## src/rtl/serial_sub_nbit_if.sv

```systemverilog
// Handshake and operand/result bundle for serial_sub_nbit.
// The ovf signal exists only when SERIAL_SUB_OVF_EN is defined.
interface serial_sub_nbit_if #(
  parameter int WIDTH = 8
);
  logic             start;
  logic [WIDTH-1:0] x;
  logic [WIDTH-1:0] y;
  logic             bin;
  logic             busy;
  logic             done;
  logic [WIDTH-1:0] diff;
  logic             bout;
`ifdef SERIAL_SUB_OVF_EN
  logic             ovf;
`endif

  modport master (
    output start, x, y, bin,
`ifdef SERIAL_SUB_OVF_EN
    input  ovf,
`endif
    input  busy, done, diff, bout
  );

  modport slave (
    input  start, x, y, bin,
`ifdef SERIAL_SUB_OVF_EN
    output ovf,
`endif
    output busy, done, diff, bout
  );
endinterface

```

## src/rtl/serial_sub_nbit.sv

```systemverilog
// Multi-cycle subtractor: diff = x - y - bin, STEP bits per clock, LSB first.
// Define SERIAL_SUB_OVF_EN to add the registered two's-complement overflow flag.
module serial_sub_nbit #(
  parameter int WIDTH = 8,
  parameter int STEP  = 1
) (
  input logic              clk,
  input logic              rst_n,
  serial_sub_nbit_if.slave bus
);
  localparam int N     = WIDTH / STEP;
  localparam int CNT_W = (N > 1) ? $clog2(N) : 1;
  localparam logic [CNT_W-1:0] LAST = CNT_W'(N - 1);

  if (WIDTH < 2 || STEP < 1 || (WIDTH % STEP) != 0) begin : g_param_check
    $error("serial_sub_nbit: WIDTH must be >= 2 and a multiple of STEP");
  end

  typedef enum logic {IDLE, RUN} state_t;

  state_t           state, state_nxt;
  logic [WIDTH-1:0] x_sh, y_sh;
  logic             br;
  logic [CNT_W-1:0] cnt;
  logic             last;
  logic [STEP-1:0]  d_slice;
  logic [STEP:0]    chain;    // chain[i] is the borrow into cell i
  logic [WIDTH-1:0] res_nxt;

  // NOTE: every variable written in always_comb gets a default first, so no
  // path leaves it unassigned and no latch is inferred.
  always_comb begin : sub_chain
    chain   = '0;
    d_slice = '0;
    chain[0] = br;
    for (int i = 0; i < STEP; i++) begin
      d_slice[i]  = x_sh[i] ^ y_sh[i] ^ chain[i];
      chain[i+1]  = (~x_sh[i] & y_sh[i]) | (~(x_sh[i] ^ y_sh[i]) & chain[i]);
    end
  end

  assign last = (cnt == LAST);

  // Partial result fills from the MSB side; only WIDTH-STEP bits need storing
  // because the final slice is merged straight into diff.
  if (STEP < WIDTH) begin : g_res
    logic [WIDTH-STEP-1:0] res;

    always_ff @(posedge clk or negedge rst_n) begin
      if (!rst_n) begin
        res <= '0;
      end else if (state == RUN) begin
        res <= res_nxt[WIDTH-1:STEP];
      end
    end

    assign res_nxt = {d_slice, res};
  end else begin : g_res_single
    assign res_nxt = d_slice;
  end

  always_comb begin : fsm_next
    state_nxt = state;
    bus.busy  = 1'b0;
    case (state)
      IDLE: if (bus.start) state_nxt = RUN;
      RUN: begin
        bus.busy = 1'b1;
        if (last) state_nxt = IDLE;
      end
      default: state_nxt = IDLE;
    endcase
  end

  // NOTE: sequential state uses non-blocking assignments so every register
  // samples pre-edge values regardless of statement order.
  always_ff @(posedge clk or negedge rst_n) begin : fsm_state
    if (!rst_n) state <= IDLE;
    else        state <= state_nxt;
  end

  always_ff @(posedge clk or negedge rst_n) begin : datapath
    if (!rst_n) begin
      x_sh     <= '0;
      y_sh     <= '0;
      br       <= 1'b0;
      cnt      <= '0;
      bus.done <= 1'b0;
      bus.diff <= '0;
      bus.bout <= 1'b0;
`ifdef SERIAL_SUB_OVF_EN
      bus.ovf  <= 1'b0;
`endif
    end else begin
      bus.done <= 1'b0;
      case (state)
        IDLE: begin
          if (bus.start) begin
            x_sh <= bus.x;
            y_sh <= bus.y;
            br   <= bus.bin;
            cnt  <= '0;
          end
        end
        RUN: begin
          x_sh <= x_sh >> STEP;
          y_sh <= y_sh >> STEP;
          br   <= chain[STEP];
          cnt  <= cnt + 1'b1;
          if (last) begin
            bus.diff <= res_nxt;
            bus.bout <= chain[STEP];
            bus.done <= 1'b1;
`ifdef SERIAL_SUB_OVF_EN
            // Overflow when borrow into and out of the sign cell disagree.
            bus.ovf  <= chain[STEP] ^ chain[STEP-1];
`endif
          end
        end
        default: ;
      endcase
    end
  end
endmodule

```

## src/flat_wrapper.sv

```systemverilog
// flat-port wrapper written by rule: the top's interface ports become plain ports
module serial_sub_nbit_flat 
#(
  parameter int WIDTH = 8,
  parameter int STEP  = 1
)
  (clk, rst_n, bus_start, bus_x, bus_y, bus_bin, bus_busy, bus_done, bus_diff, bus_bout);
  serial_sub_nbit_if #(.WIDTH(WIDTH)) bus_i ();
  input logic clk;
  input logic rst_n;
  input wire logic [$bits(bus_i.start)-1:0] bus_start;
  input wire logic [$bits(bus_i.x)-1:0] bus_x;
  input wire logic [$bits(bus_i.y)-1:0] bus_y;
  input wire logic [$bits(bus_i.bin)-1:0] bus_bin;
  output wire logic [$bits(bus_i.busy)-1:0] bus_busy;
  output wire logic [$bits(bus_i.done)-1:0] bus_done;
  output wire logic [$bits(bus_i.diff)-1:0] bus_diff;
  output wire logic [$bits(bus_i.bout)-1:0] bus_bout;
  assign bus_i.start = bus_start;
  assign bus_i.x = bus_x;
  assign bus_i.y = bus_y;
  assign bus_i.bin = bus_bin;
  assign bus_busy = bus_i.busy;
  assign bus_done = bus_i.done;
  assign bus_diff = bus_i.diff;
  assign bus_bout = bus_i.bout;
  serial_sub_nbit #(.WIDTH(WIDTH), .STEP(STEP)) u_core (.clk(clk), .rst_n(rst_n), .bus(bus_i));
endmodule
```

## config.mk

```make
export PLATFORM = sky130hd
export DESIGN_NAME = serial_sub_nbit_flat
export DESIGN_NICKNAME = d
export VERILOG_FILES = /design/src/rtl/serial_sub_nbit_if.sv /design/src/rtl/serial_sub_nbit.sv /design/src/flat_wrapper.sv
export SDC_FILE = /design/constraint.sdc
export NUM_CORES = 1
export LEC_CHECK = 0
export ABC_AREA = 1
export CAP_MARGIN = 20
export CORE_MARGIN = 5
export CORE_UTILIZATION = 45
export DETAILED_ROUTE_END_ITERATION = 7
export GPL_TIMING_DRIVEN = 1
export HOLD_SLACK_MARGIN = 0.02
export PLACE_DENSITY = 0.74
export SLEW_MARGIN = 20
export SYNTH_ARGS = -nofsm -noshare
export SYNTH_HDL_FRONTEND = slang
export SYNTH_SLANG_ARGS = --single-unit
```

## constraint.sdc

```tcl
create_clock -name clk -period 2.6 [get_ports clk]
set_input_delay 0.39 -clock clk [delete_from_list [all_inputs] [get_ports clk]]
set_output_delay 0.39 -clock clk [all_outputs]
set_load 0.02 [all_outputs]
```

==> impl_metrics.env <==
export IMPL_status="finished clean"
export IMPL_area_of_the_multi_input_gates_um2=559.3
export IMPL_post_synth_and_or_nand_nor_area_fraction=0.2485
export IMPL_crit_required_ns=2.21
export IMPL_clk_pin_slew_ns=0.07
export IMPL_grt_met1_usage=0.1507
export IMPL_post_synth_inst_count=173
export IMPL_route_antenna_remaining_nets=0
export IMPL_grt_setup_unrepaired="no"
export IMPL_die_height_um=70.40
export IMPL_timing_final_setup_violations=0
export IMPL_num_nets_final=225
export IMPL_synth_seq_area_share=0.5793
export IMPL_slew_headroom=0.4597
export IMPL_use_met2=0.1819
export IMPL_post_cts_resized=0
export IMPL_post_dr_vias_cell=4.669
export IMPL_globalRoute_busiestLayer="met2"
export IMPL_dr_pass1_iters=4
export IMPL_synth_ff_latch_count=38
export IMPL_synthTopCellsByArea="sky130_fd_sc_hd__dfrtp_1 58%, sky130_fd_sc_hd__nand2_1 13%, sky130_fd_sc_hd__nand3_1 9.8%"
export IMPL_vias=1172
export IMPL_ctsHtreeMaxLevel=2
export IMPL_crit_chain="clkdlybuf4s50_1"
export IMPL_post_dp_hpwl_um=1745
export IMPL_area_sequential_um2=950.9
export IMPL_top_level_ports=31
export IMPL_detail_route_iter0_violations=72
export IMPL_mostFrequentLayoutCells="59 x sky130_fd_sc_hd__nand2_1, 38 x sky130_fd_sc_hd__dfrtp_1, 32 x sky130_fd_sc_hd__nand3_1, 29 x sky130_fd_sc_hd__clkdlybuf4s50_1, 11 x sky130_fd_sc_hd__inv_1"
export IMPL_root_buffer="sky130_fd_sc_hd__clkbuf_8"
export IMPL_setup_total_negative_slack_ns=0
export IMPL_path_delay_family="buffers and inverters"
export IMPL_clock_tree_from_tritoncts="yes"
export IMPL_hold_class="in -> async"
export IMPL_port_buffers=30
export IMPL_syn_avg_cell_area_um2=9.489
export IMPL_tritoncts_num_sinks=38
export IMPL_die_width_um=70.40
export IMPL_finalNonFillerCells=251
export IMPL_avg_wl_per_cell_um=10.76
export IMPL_ff2ff_path_depth=6
export IMPL_synth_xor_xnor_area_share=0
export IMPL_sum_of_internal_switching_and_leakage_power_w=0.002450
export IMPL_timing_critical_path_arrival_ns=1.26
export IMPL_gr_usage_met3=0.03741
export IMPL_gr_total_overflow=0
export IMPL_clk_insertion_delay_late_ns=0.29
export IMPL_minimum_setup_slack_among_reg_to_reg_paths_ns=1.25
export IMPL_synthAdderAreaFrac=0.02744
export IMPL_route_detailed_drc=0
export IMPL_post_route_util=0.5743
export IMPL_antenna_found_initial=0
export IMPL_grt_pass1_wl_um=4712
export IMPL_finalHoldViolations=0
export IMPL_cp_startpoint="u_core.bus.bout"
export IMPL_max_clock_path_buffers=2
export IMPL_globalRouteTotalUtil=0.1204
export IMPL_routabilityCongestion=0.7514
export IMPL_maximum_number_of_pins_on_one_net_before_global_route_repair=39
export IMPL_starting_density=0.4552
export IMPL_post_cts_hold_buffer_count=0
export IMPL_main_combinational_cell_family_by_area_after_synthesis="simple AND/OR/NAND/NOR gates"
export IMPL_area_of_the_core_um2=3606
export IMPL_synth_compound_gate_area_share=0.06479
export IMPL_synth_lib_cells_used_distinct=16
export IMPL_number_of_global_route_vias_before_repair=1074
export IMPL_final_max_slew_violation_count=0
export IMPL_number_of_cells_in_the_design_after_placement=243
export IMPL_placement_rows=22
export IMPL_cap_violations=0
export IMPL_finalClockSkew_ns=0.003851
export IMPL_peak_per_stage_delay_on_the_critical_path_ns=0.61
export IMPL_area_growth_syn_to_layout_pct=26.14
export IMPL_post_cts_setup_buffers=0
export IMPL_drive_gt1_frac=0.1034
export IMPL_tritoncts_num_buffers=5
export IMPL_yosys_warnings=0
export IMPL_crit_buf_inv=1
export IMPL_post_route_worst_setup_slack_ns=0.9536
export IMPL_static_leakage_power_nw=1.002
export IMPL_fillerInstances=325
export IMPL_worst_r2r_startpoint="u_core.cnt[0]"
export IMPL_layout_min_cycle_time_ns=1.646
export IMPL_final_common_cell="sky130_fd_sc_hd__nand2_1"
export IMPL_place_ws_ns=0.9652
export IMPL_clock_fmax_mhz=607.4
export IMPL_critPathKind="reg -> out"
export IMPL_critical_path_startpoint_type="flop"
export IMPL_multiplexer_share_of_the_synthesized_area=0
export IMPL_detailed_route_wire_length_um=2702
export IMPL_crit_path_end_kind="output port"
export IMPL_yosysTopAreaCell="sky130_fd_sc_hd__dfrtp_1"
export IMPL_syn_cell_area_um2=1642
export IMPL_synth_top_cell_area_share=0.5793
export IMPL_crit_fanout=2
export IMPL_power_density_nw_per_um2=1183
export IMPL_die_area_um2=4956
export IMPL_synth_net_count=196
export IMPL_ir_drop_mv=0.5938
export IMPL_crit_slowest_cell="sky130_fd_sc_hd__clkdlybuf4s50_1"
export IMPL_timing_rr_end="u_core.bus.diff[7]"
export IMPL_worst_tran_pin_value_ns=0.8104
export IMPL_final_min_period_over_clock_period=0.6332
export IMPL_insertedDiodeCount=0
[where the power goes]
part / leakage [nW] / internal (W) / switching (W)
logic: 0.444 / 0.000370 / 0.000508
clock network: 0.0714 / 0.000409 / 0.000204
registers: 0.486 / 0.000840 / 0.000119
total: 1.00 / 0.00162 / 0.000832
[stage by stage]
step / hold WS (ns) / instance area, um^2
CTS: 0.2236 / 2071
global route: 0.2724 / 2071
detailed placement: 0.4594 / 1928
finish: 0.1907 / 2071
global placement: 0.4554 / 1928
floorplan: 0.09441 / 1642
[per-layer routing]
layer  wire (um)  vias to the layer above
met1        1309                      525
met3         180                        5
li1            -                      611
met5           0                        -
met2        1159                       31
met4          53                        0
[cell usage after synthesis (all sizes together)]
cell type / number
fa: 1
o21ai: 16
ha: 2
buf: 10
nand3: 32
nor2: 2
nand2: 60
dfrtp: 38
inv: 12
[kinds of logic (layout without fill, tap and decap cells)]
| kind of cell | after synthesis | after routing |
|---|---|---|
| AO/OA/AOI/OAI | 16 | 16 |
| AND/OR/NAND/NOR | 94 | 94 |
| buffers and inverters | 22 | 52 |
| flip-flops | 38 | 38 |
| adder cells (fa/ha/maj) | 3 | 3 |
[flip-flops by register name, indices dropped and copies added, names as in the netlist]
signal            count
u_core.x_sh           8
u_core.br             1
u_core.state          1
u_core.bus.diff       8
u_core.bus.bout       1
u_core.bus.done       1
u_core.g_res.res      7
u_core.y_sh           8
u_core.cnt            3
[final cells by class]
cell class              count  share of cell area
clock buffers               6             0.03988
clock inverters             2             0.02900
inverters                  12             0.02296
multi-input cells         113              0.2701
flip-flops and latches     38              0.4592
well taps                  48             0.02900
repair buffers             32              0.1498
[worst max path at each step]
stage / depth (start not counted) / endpoint
after detailed placement: 5 / u_core.y_sh[5]
final: 1 / bus_bout
after CTS: 1 / bus_bout
after global placement: 5 / u_core.y_sh[6]
after global routing: 1 / bus_diff[0]
after floorplan: 6 / u_core.bus.diff[3]
No activity file was read; power rests on OpenSTA's default activity.
